$ cat config.mk
export PLATFORM = sky130hd
export DESIGN_NAME = cr16_control_fsm
export DESIGN_NICKNAME = d
export VERILOG_FILES = /design/src/rtl/cr16_control_fsm_pkg.sv /design/src/rtl/cr16_control_fsm_branch_cond_eval.sv /design/src/rtl/cr16_control_fsm.sv
export SDC_FILE = /design/constraint.sdc
export NUM_CORES = 1
export LEC_CHECK = 0
export BUFFER_PORTS_ARGS = -buffer_cell sky130_fd_sc_hd__clkbuf_2
export CORE_MARGIN = 5
export CORE_UTILIZATION = 55
export CTS_CLUSTER_SIZE = 16
export DETAILED_ROUTE_END_ITERATION = 8
export GPL_TIMING_DRIVEN = 0
export PLACE_DENSITY = 0.89
export RECOVER_POWER = 25
export SLEW_MARGIN = 20
export SYNTH_ARGS = -nofsm -noshare
export SYNTH_HDL_FRONTEND = slang
export SYNTH_SLANG_ARGS = --single-unit
$ cat constraint.sdc
create_clock -name Clk -period 3.25 [get_ports Clk]
set_clock_uncertainty 0.2 [all_clocks]
set_input_delay 0.1625 -clock Clk [delete_from_list [all_inputs] [get_ports Clk]]
set_output_delay 0.1625 -clock Clk [all_outputs]
set_load 0.05 [all_outputs]
$ cat src/rtl/cr16_control_fsm_pkg.sv
// Shared definitions for the CR16-subset control FSM: states, opcode/ext
// fields, branch condition codes, ALU op values and the instruction decoder.
package cr16_control_fsm_pkg;

    // Controller states
    typedef enum logic [2:0] {
        ST_FETCH  = 3'd0,
        ST_DECODE = 3'd1,
        ST_EXEC   = 3'd2,
        ST_MEM    = 3'd3,
        ST_HALT   = 3'd4
    } state_t;

    // Major opcodes in IR[15:12]
    localparam logic [3:0] OP_RR    = 4'b0000;
    localparam logic [3:0] OP_LDST  = 4'b0100;
    localparam logic [3:0] OP_BCOND = 4'b1100;

    // ALU operation codes: IR[7:4] for register forms, IR[15:12] for immediate forms
    localparam logic [3:0] EXT_AND = 4'b0001;
    localparam logic [3:0] EXT_OR  = 4'b0010;
    localparam logic [3:0] EXT_XOR = 4'b0011;
    localparam logic [3:0] EXT_ADD = 4'b0101;
    localparam logic [3:0] EXT_SUB = 4'b1001;
    localparam logic [3:0] EXT_CMP = 4'b1011;
    localparam logic [3:0] EXT_MOV = 4'b1101;

    // Load/store selectors in IR[7:4] under OP_LDST
    localparam logic [3:0] EXT_LOAD = 4'b0000;
    localparam logic [3:0] EXT_STOR = 4'b0100;

    // Branch condition codes in IR[11:8]
    localparam logic [3:0] COND_EQ = 4'b0000;
    localparam logic [3:0] COND_NE = 4'b0001;
    localparam logic [3:0] COND_CS = 4'b0010;
    localparam logic [3:0] COND_CC = 4'b0011;
    localparam logic [3:0] COND_HI = 4'b0100;
    localparam logic [3:0] COND_LS = 4'b0101;
    localparam logic [3:0] COND_GT = 4'b0110;
    localparam logic [3:0] COND_LE = 4'b0111;
    localparam logic [3:0] COND_FS = 4'b1000;
    localparam logic [3:0] COND_FC = 4'b1001;
    localparam logic [3:0] COND_LO = 4'b1010;
    localparam logic [3:0] COND_HS = 4'b1011;
    localparam logic [3:0] COND_LT = 4'b1100;
    localparam logic [3:0] COND_GE = 4'b1101;
    localparam logic [3:0] COND_UC = 4'b1110;
    localparam logic [3:0] COND_NV = 4'b1111;

    // ALU op codes presented on AluOp (CMP uses SUB with the write suppressed)
    typedef enum logic [3:0] {
        ALU_ADD = 4'd0,
        ALU_SUB = 4'd1,
        ALU_AND = 4'd2,
        ALU_OR  = 4'd3,
        ALU_XOR = 4'd4,
        ALU_MOV = 4'd5
    } alu_op_t;

    // Instruction classes that steer the FSM
    typedef enum logic [2:0] {
        IC_ILLEGAL = 3'd0,
        IC_ALU     = 3'd1,
        IC_LOAD    = 3'd2,
        IC_STOR    = 3'd3,
        IC_BRANCH  = 3'd4
    } iclass_t;

    // Everything the FSM needs to know about the instruction held in IR
    typedef struct packed {
        iclass_t iclass;
        alu_op_t alu_op;
        logic    imm_form;    // B operand comes from Imm
        logic    imm_sext;    // imm8 is sign-extended (ADDI/SUBI/CMPI)
        logic    writes_reg;  // result written to Rdest
        logic    sets_flags;  // flag register loaded
    } decode_t;

    // Decode one instruction word into its control summary
    function automatic decode_t decode_ir(input logic [15:0] ir);
        decode_t    d;
        logic [3:0] op;
        logic [3:0] ext;
        logic [3:0] code;
        logic       code_ok;
        logic       arith;

        d       = '{iclass: IC_ILLEGAL, alu_op: ALU_ADD, imm_form: 1'b0,
                    imm_sext: 1'b0, writes_reg: 1'b0, sets_flags: 1'b0};
        op      = ir[15:12];
        ext     = ir[7:4];
        code    = (op == OP_RR) ? ext : op;
        code_ok = 1'b1;

        case (code)
            EXT_ADD: d.alu_op = ALU_ADD;
            EXT_SUB: d.alu_op = ALU_SUB;
            EXT_CMP: d.alu_op = ALU_SUB;
            EXT_AND: d.alu_op = ALU_AND;
            EXT_OR:  d.alu_op = ALU_OR;
            EXT_XOR: d.alu_op = ALU_XOR;
            EXT_MOV: d.alu_op = ALU_MOV;
            default: code_ok  = 1'b0;
        endcase

        arith = (code == EXT_ADD) || (code == EXT_SUB) || (code == EXT_CMP);

        if (op == OP_LDST) begin
            d.alu_op = ALU_ADD;
            if (ext == EXT_LOAD)
                d.iclass = IC_LOAD;
            else if (ext == EXT_STOR)
                d.iclass = IC_STOR;
        end else if (op == OP_BCOND) begin
            d.alu_op = ALU_ADD;
            d.iclass = IC_BRANCH;
        end else if (code_ok) begin
            d.iclass     = IC_ALU;
            d.imm_form   = (op != OP_RR);
            d.imm_sext   = (op != OP_RR) && arith;
            d.writes_reg = (code != EXT_CMP);
            d.sets_flags = arith;
        end else begin
            d.alu_op = ALU_ADD;
        end
        return d;
    endfunction

endpackage

$ cat src/rtl/cr16_control_fsm_branch_cond_eval.sv
// Combinational branch condition evaluator: condition code + {C,L,F,Z,N} -> take.
module cr16_control_fsm_branch_cond_eval
    import cr16_control_fsm_pkg::*;
(
    input  logic [3:0] cond,
    input  logic [4:0] flags,
    output logic       take
);

    logic c_flag, l_flag, f_flag, z_flag, n_flag;

    assign {c_flag, l_flag, f_flag, z_flag, n_flag} = flags;

    // Map the condition code onto the flag register
    always_comb begin
        take = 1'b0;
        case (cond)
            COND_EQ: take = z_flag;
            COND_NE: take = ~z_flag;
            COND_CS: take = c_flag;
            COND_CC: take = ~c_flag;
            COND_HI: take = l_flag;
            COND_LS: take = ~l_flag;
            COND_GT: take = n_flag;
            COND_LE: take = ~n_flag;
            COND_FS: take = f_flag;
            COND_FC: take = ~f_flag;
            COND_LO: take = ~l_flag & ~z_flag;
            COND_HS: take = l_flag | z_flag;
            COND_LT: take = ~n_flag & ~z_flag;
            COND_GE: take = n_flag | z_flag;
            COND_UC: take = 1'b1;
            COND_NV: take = 1'b0;
            default: take = 1'b0;
        endcase
    end

endmodule

$ cat src/rtl/cr16_control_fsm.sv
// Multi-cycle fetch/decode/execute controller for the CR16-subset datapath.
// Holds PC and IR; every datapath control output is a function of state and IR.
module cr16_control_fsm
    import cr16_control_fsm_pkg::*;
#(
    parameter logic [15:0] RESET_PC = 16'h0000
) (
    input  logic        Clk,
    input  logic        Rst,
    input  logic [15:0] Instr,
    input  logic [4:0]  Flags,
    output logic [15:0] PcOut,
    output logic [3:0]  RdestRegLoc,
    output logic [3:0]  RsrcRegLoc,
    output logic        RegEn,
    output logic [3:0]  AluOp,
    output logic        ImmSel,
    output logic [15:0] Imm,
    output logic        FlagsEn,
    output logic        MemWe,
    output logic        MemToReg,
    output logic        Halt
);

    state_t      state_q, state_d;
    logic [15:0] pc_q, pc_d;
    logic [15:0] ir_q;
    decode_t     dec;
    logic        take;
    logic [15:0] imm_ext;
    logic [15:0] br_disp;

    assign dec     = decode_ir(ir_q);
    assign imm_ext = dec.imm_sext ? {{8{ir_q[7]}}, ir_q[7:0]} : {8'h00, ir_q[7:0]};
    assign br_disp = {{8{ir_q[7]}}, ir_q[7:0]};

    // Register selects come straight from IR, so they hold for the whole instruction
    assign PcOut       = pc_q;
    assign RdestRegLoc = ir_q[11:8];
    assign RsrcRegLoc  = ir_q[3:0];

    cr16_control_fsm_branch_cond_eval u_branch_cond_eval (
        .cond  (ir_q[11:8]),
        .flags (Flags),
        .take  (take)
    );

    // State, PC and IR registers; IR captures the fetched word when leaving FETCH
    // NOTE: sequential state uses non-blocking assignments so every register samples pre-edge values.
    always_ff @(posedge Clk or posedge Rst) begin
        if (Rst) begin
            state_q <= ST_FETCH;
            pc_q    <= RESET_PC;
            ir_q    <= '0;
        end else begin
            state_q <= state_d;
            pc_q    <= pc_d;
            if (state_q == ST_FETCH)
                ir_q <= Instr;
        end
    end

    // Next state, next PC and Moore-style datapath controls
    // NOTE: every output gets a default first so no path through the case infers a latch.
    always_comb begin
        state_d  = state_q;
        pc_d     = pc_q;
        RegEn    = 1'b0;
        FlagsEn  = 1'b0;
        MemWe    = 1'b0;
        MemToReg = 1'b0;
        ImmSel   = 1'b0;
        Imm      = '0;
        AluOp    = ALU_ADD;
        Halt     = 1'b0;

        case (state_q)
            ST_FETCH: begin
                state_d = ST_DECODE;
            end

            ST_DECODE: begin
                state_d = (dec.iclass == IC_ILLEGAL) ? ST_HALT : ST_EXEC;
            end

            ST_EXEC: begin
                case (dec.iclass)
                    IC_ALU: begin
                        AluOp   = dec.alu_op;
                        ImmSel  = dec.imm_form;
                        Imm     = dec.imm_form ? imm_ext : 16'h0000;
                        RegEn   = dec.writes_reg;
                        FlagsEn = dec.sets_flags;
                        pc_d    = pc_q + 16'd1;
                        state_d = ST_FETCH;
                    end
                    IC_STOR: begin
                        MemWe   = 1'b1;
                        pc_d    = pc_q + 16'd1;
                        state_d = ST_FETCH;
                    end
                    IC_LOAD: begin
                        // Address (RsrcOut) is presented this cycle; data returns in MEM
                        state_d = ST_MEM;
                    end
                    IC_BRANCH: begin
                        pc_d    = take ? (pc_q + br_disp) : (pc_q + 16'd1);
                        state_d = ST_FETCH;
                    end
                    default: begin
                        state_d = ST_HALT;
                    end
                endcase
            end

            ST_MEM: begin
                MemToReg = 1'b1;
                RegEn    = 1'b1;
                pc_d     = pc_q + 16'd1;
                state_d  = ST_FETCH;
            end

            ST_HALT: begin
                Halt    = 1'b1;
                state_d = ST_HALT;
            end

            default: begin
                state_d = ST_FETCH;
            end
        endcase
    end

endmodule

[Word level (Yosys, flattened, before mapping)]
Index checks and enable logic that the tools add are counted.
Storage, ports and cells
  input bits: 23
  output and inout port bits: 50
  register bits after elaboration: 35
Cells by class
  eq/ne operators: 35
  bitwise logic cells: 9
  $add $sub $neg: 2
  muxes and demuxes: 35
  reductions and logical operators: 15
Operators by type and width (number)
  $mux W16: 5
  $pmux W16 S2: 2
  $eq A4 B4 Y1 const B: 12
  $eq A4 B3 Y1 const B: 7
  $mux W4: 7
  $add A16 B1 Y16 const B: 1
  $add A16 B16 Y16: 1
  $eq A4 B2 Y1 const B: 4
  $pmux W1 S16: 1
  $pmux W3 S5: 1
  $mux W7: 2
  $eq A3 B2 Y1 const B: 4
  $logic_not A4 Y1: 3
  $pmux W3 S4: 1
  $mux W1: 11
  $eq A4 B1 Y1 const B: 2
  $reduce_or A7 Y1: 1
  $eq A3 B1 Y1 const B: 2
  $eq A3 B3 Y1 const B: 2
  $logic_not A3 Y1: 2
  $pmux W3 S2: 1
  $not A1 Y1: 5
  $mux W2: 2
  $ne A4 B4 Y1 const B: 1
  12 further kinds: 16

[Depth between registers and ports, before layout]
  depth after elaboration: 13
  depth in mapped cells: 10

[By module]
From an unflattened synthesis, not the netlist that was laid out.
Second synthesis, totals
  cells, all modules: 370
  area total of the unflattened synthesis: 3128.0 um^2
By module, submodules not included
  cr16_control_fsm: cells each 347, times used 1, seq. area each 875.8 um^2, area each 2944.1 um^2
  cr16_control_fsm_branch_cond_eval: cells each 23, times used 1, seq. area each 0.0 um^2, area each 183.9 um^2

[Worst setup path before layout]
OpenSTA, ideal clock, no wires.
  path type: register -> output
  from: register ir_q[14]
  to: output Imm[10]
  path buffers: 3
  data required time: 2.887 ns
  stages on the path, launching flop included: 10
  path slack: -1.267 ns
  data arrival time: 4.154 ns
  cells stage by stage: dfrtp_1 > buf_6 > nor4b_4 > nor2b_1 > o31a_2 > and3b_1 > buf_2 > and2_1 > nor3b_1 > buf_4
Between the ends
  longest elaborated chain between the ends: 13
Ends and longest elaborated chain
  start, declared: RTL line cr16_control_fsm.sv:27  | logic [15:0] ir_q;
  start signal, assigned: RTL line cr16_control_fsm.sv:59  | ir_q <= Instr;
  parallel branches: the longest is 11 deep, another holds $mux W16
  $mux W16 *: RTL line cr16_control_fsm.sv:87  | case (dec.iclass)
  $mux W16 *: RTL line cr16_control_fsm.sv:77  | case (state_q)
  end, declared: RTL line cr16_control_fsm.sv:18  | output logic [15:0] Imm,
Every way passes the cells marked *.

[Worst setup path after layout]
  from: register ir_q[15]
  to: output Imm[12]
The elaborated chain is that of the path after synthesis.

==> flow_summary_export.csv <==
group,metric,value,unit
layout,final_util,70.8,%
placement,place_congestion,0.909,
sta,worst_pin_slew,1330,ps
floorplanning,rows,27,
placement,placed_cells,512,
power,max-vdd-ir-drop,0.601,mV
worst_setup_path,worstSetupEndpointType,"primary output",
placement,portBuffers,71,
worst_setup_path,r2r-end,"PcOut[11]",
cts,clkTransAtPathRegs,70,ps
floorplanning,die_area,0.00723,mm^2
logic_synthesis,ys_warn_count,0,
worst_setup_path,startpoint,"ir_q[15]",
worst_setup_path,crit_arrival,2760,ps
cts,cts.sink_count,35,
logic_synthesis,synth_flop_cell,"dfrtp_1",
logic_synthesis,synth_fp_nets,409,
worst_setup_path,worstRegToRegCells,12,
drt,routed-via-count,3271,
drt,drc,0,
worst_setup_path,critPathKind,"flop to primary output",
grt,antenna_found_initial,0,
sta,worst_slack,123,ps
sta,min_period,3130,ps
layout,fin_cells,543,
logic_synthesis,synth.avg_cell_area,8.40,um^2
layout,drive_above_1_share,28.9,%
cts,cts.path.max_buffers,2,
run_status,status,"finished clean",
logic_synthesis,ys_types,62,
sta,max_freq,320,MHz
sta,fin_crit_sh,96.2,%
cts,cts_made_buffers,5,
worst_setup_path,path_max_fanout,9,
drt,drt_iter0_drc,210,
run,maxCapViolations,0,
placement,place_ws,290,ps
logic_synthesis,async_flop_share,100,%
drt,ant_nets,0,
logic_synthesis,synth_edf_count,0,
grt,gr-total-overflow,0,
logic_synthesis,netlist_instances,369,
floorplanning,die_h,85.1,um
floorplanning,core-area,0.00551,mm^2
logic_synthesis,synth_area,0.00310,mm^2
sta,hold_viol_final,0,
floorplanning,die_w,85.1,um
layout,synthToLayoutAreaGrowth,25.9,%
floorplanning,ios,73,
grt,grt_pass1_wl,14400,um
logic_synthesis,yosysSeqAreaShare,28.3,%
power,p_per_area,1160,mW/mm^2
cts,cts_tree,"built",
sta,relSlewSlack,11.5,%
cts,insertion_delay,300,ps
worst_setup_path,reg2reg_setup_slack,410,ps
logic_synthesis,ys_seq_elements,35,
grt,grt_max_degree,36,
placement,place_hpwl,6450,um
hold_path,hold_path.class,"flop to flop",
drt,via_per_inst,6.02,
worst_setup_path,r2r_start,"ir_q[15]",
hold_path,worstHoldStart,"state_q[2]",
drt,wire_per_inst,16.6,um
worst_setup_path,critical_path.endpoint,"Imm[12]",
cts,cts_max_level,2,
sta,setup_violations,0,
sta,slew_violations,0,
grt,grt_pass1_vias,3110,
drt,drt_wl_total,9020,um
layout,fin_nets,510,
power,power.leakage,1.81,nW
worst_setup_path,startpoint_type,"flop",
drt,dr.pass1.iters,5,
grt,groute.usage.overall,24.4,%
floorplanning,initial_utilization,56.3,%
worst_setup_path,crit_required,2890,ps
layout,antenna_cells,0,
cts,clock-root-buffer,"clkbuf_8",
==> placed cells by master (no fill, tap or decap), drive strengths merged, types with 5 or more instances in the layout <==
cell | synthesis | layout
buf | 24 | 31
mux2 | 12 | 12
nor3 | 14 | 14
nor2 | 24 | 24
nand2 | 28 | 28
a21o | 6 | 6
nand3 | 14 | 14
and2 | 10 | 10
a31oi | 7 | 7
nor2b | 6 | 6
nand2b | 7 | 7
dfrtp | 35 | 35
xnor2 | 7 | 7
o21ai | 25 | 25
inv | 12 | 12
xor2 | 7 | 7
ha | 16 | 16
clkbuf | 8 | 84
dlygate4sd3 | 0 | 17
nand4 | 5 | 5
a21oi | 42 | 42
and3 | 6 | 6
==> sequential cells by signal, summed over array words and instances (netlist names) <==
register,cells
PcOut,16
ir_q,16
state_q,3
==> cell usage after synthesis (2+ instances only) <==
cell        n  area share, %
o22ai_1     3           0.61
o21a_1      4           0.97
o21ai_1     2           0.32
a21oi_1    41            6.6
clkbuf_1    8           0.97
nor3b_1     3           0.73
buf_6       3            1.1
nor2b_1     6            1.2
inv_1      12            1.5
mux2i_1     4            1.3
buf_4      16            3.9
and2_1     10            2.0
nand4_1     5            1.0
a22oi_1     2           0.48
or2_2       4           0.81
a211oi_1    2           0.48
buf_2       5           0.81
xnor2_1     7            2.0
xor2_1      7            2.0
a21o_1      6            1.5
and3_1      6            1.2
nor3_1     14            2.3
a21boi_0    3           0.73
nand4b_1    2           0.57
nand3_1    13            2.1
nor2_1     24            2.9
o2111ai_1   2           0.57
nand2_1    28            3.4
mux2_2     12            4.4
ha_1       16            6.5
nand2b_1    7            1.4
dfrtp_1    35             28
a31oi_1     7            1.4
o21ai_0    22            3.6
==> what timing repair did <==
item                                   in CTS  in global routing
buffers inserted                            2                  4
gates cloned                                0                  0
hold buffers                               17                  0
setup endpoints to repair                   7                  8
endpoints found under the hold margin      51                  0
pin swaps                                   0                  2
gates resized for setup                     6                  3
==> through the flow <==
stage          TNS [ps]  total power (W)  hold WS [ps]  instance area [um^2]
2_1_floorplan      -186          0.00333          79.3                  3110
3_5_place_dp          0          0.00398           126                  3560
5_1_grt           -26.2          0.00484           307                  3900
4_1_cts               0          0.00443           278                  3870
3_3_place_gp          0          0.00387           168                  3560
6_report              0          0.00452           283                  3900
==> power breakdown <==
group          total [W]  switching [W]  internal [W]
Combinational    0.00318        0.00199       0.00119
Sequential      0.000921       0.000298      0.000623
Clock           0.000415       0.000167      0.000248
Total            0.00452        0.00246       0.00206
==> worst max-delay path: stages (launching register included) <==
cell and delay [ps]:
dfrtp_1 370, buf_2 180, nor4b_4 320, buf_4 150, a31oi_1 120, o31a_2 150
and3b_1 160, buf_2 170, and2_4 180, nor3b_4 150, buf_4 180, buf_4 130
clkbuf_4 200
==> metal layers <==
layer	vias to the layer above	track usage (%)	share of wire, %
met4	0	11.4	3.3
met2	165	41.0	49
li1	1528	-	-
met5	-	0	0
met1	1544	29.9	40
met3	34	4.95	7.5
==> logic make-up (layout without fill, tap and decap cells) <==
group,after synthesis,in the layout,synth area share (%)
AOI/OAI and AO/OA,114,114,25.0
xor gates and xnor gates,14,14,3.96
adders and majority gates,17,17,7.11
buffers and inverters,44,146,8.20
DFF,35,35,28.3
muxes,16,16,5.65
other,1,1,0.121
and+or+nand+nor,128,128,21.7
==> cell type report <==
type / count / area (um^2)
multi-input cells: 290 / 1980
fillers: 404 / 1610
flip-flops and latches: 35 / 876
repair buffers: 94 / 581
plain buffers: 32 / 210
well taps: 72 / 90.1
clock buffers: 6 / 82.6
inverters: 12 / 45.0
clock inverters: 2 / 35.0
==> how the worst min path moves through the flow <==
stage / cells after the start / slack [ps] / end
finish: 1 / 280 / state_q[1]
global route: 1 / 310 / state_q[1]
CTS: 1 / 280 / state_q[1]
detailed placement: 2 / 130 / ir_q[8]
global placement: 3 / 170 / ir_q[15]
floorplan: 2 / 80 / ir_q[13]
Power figures use the tool's default switching activity.
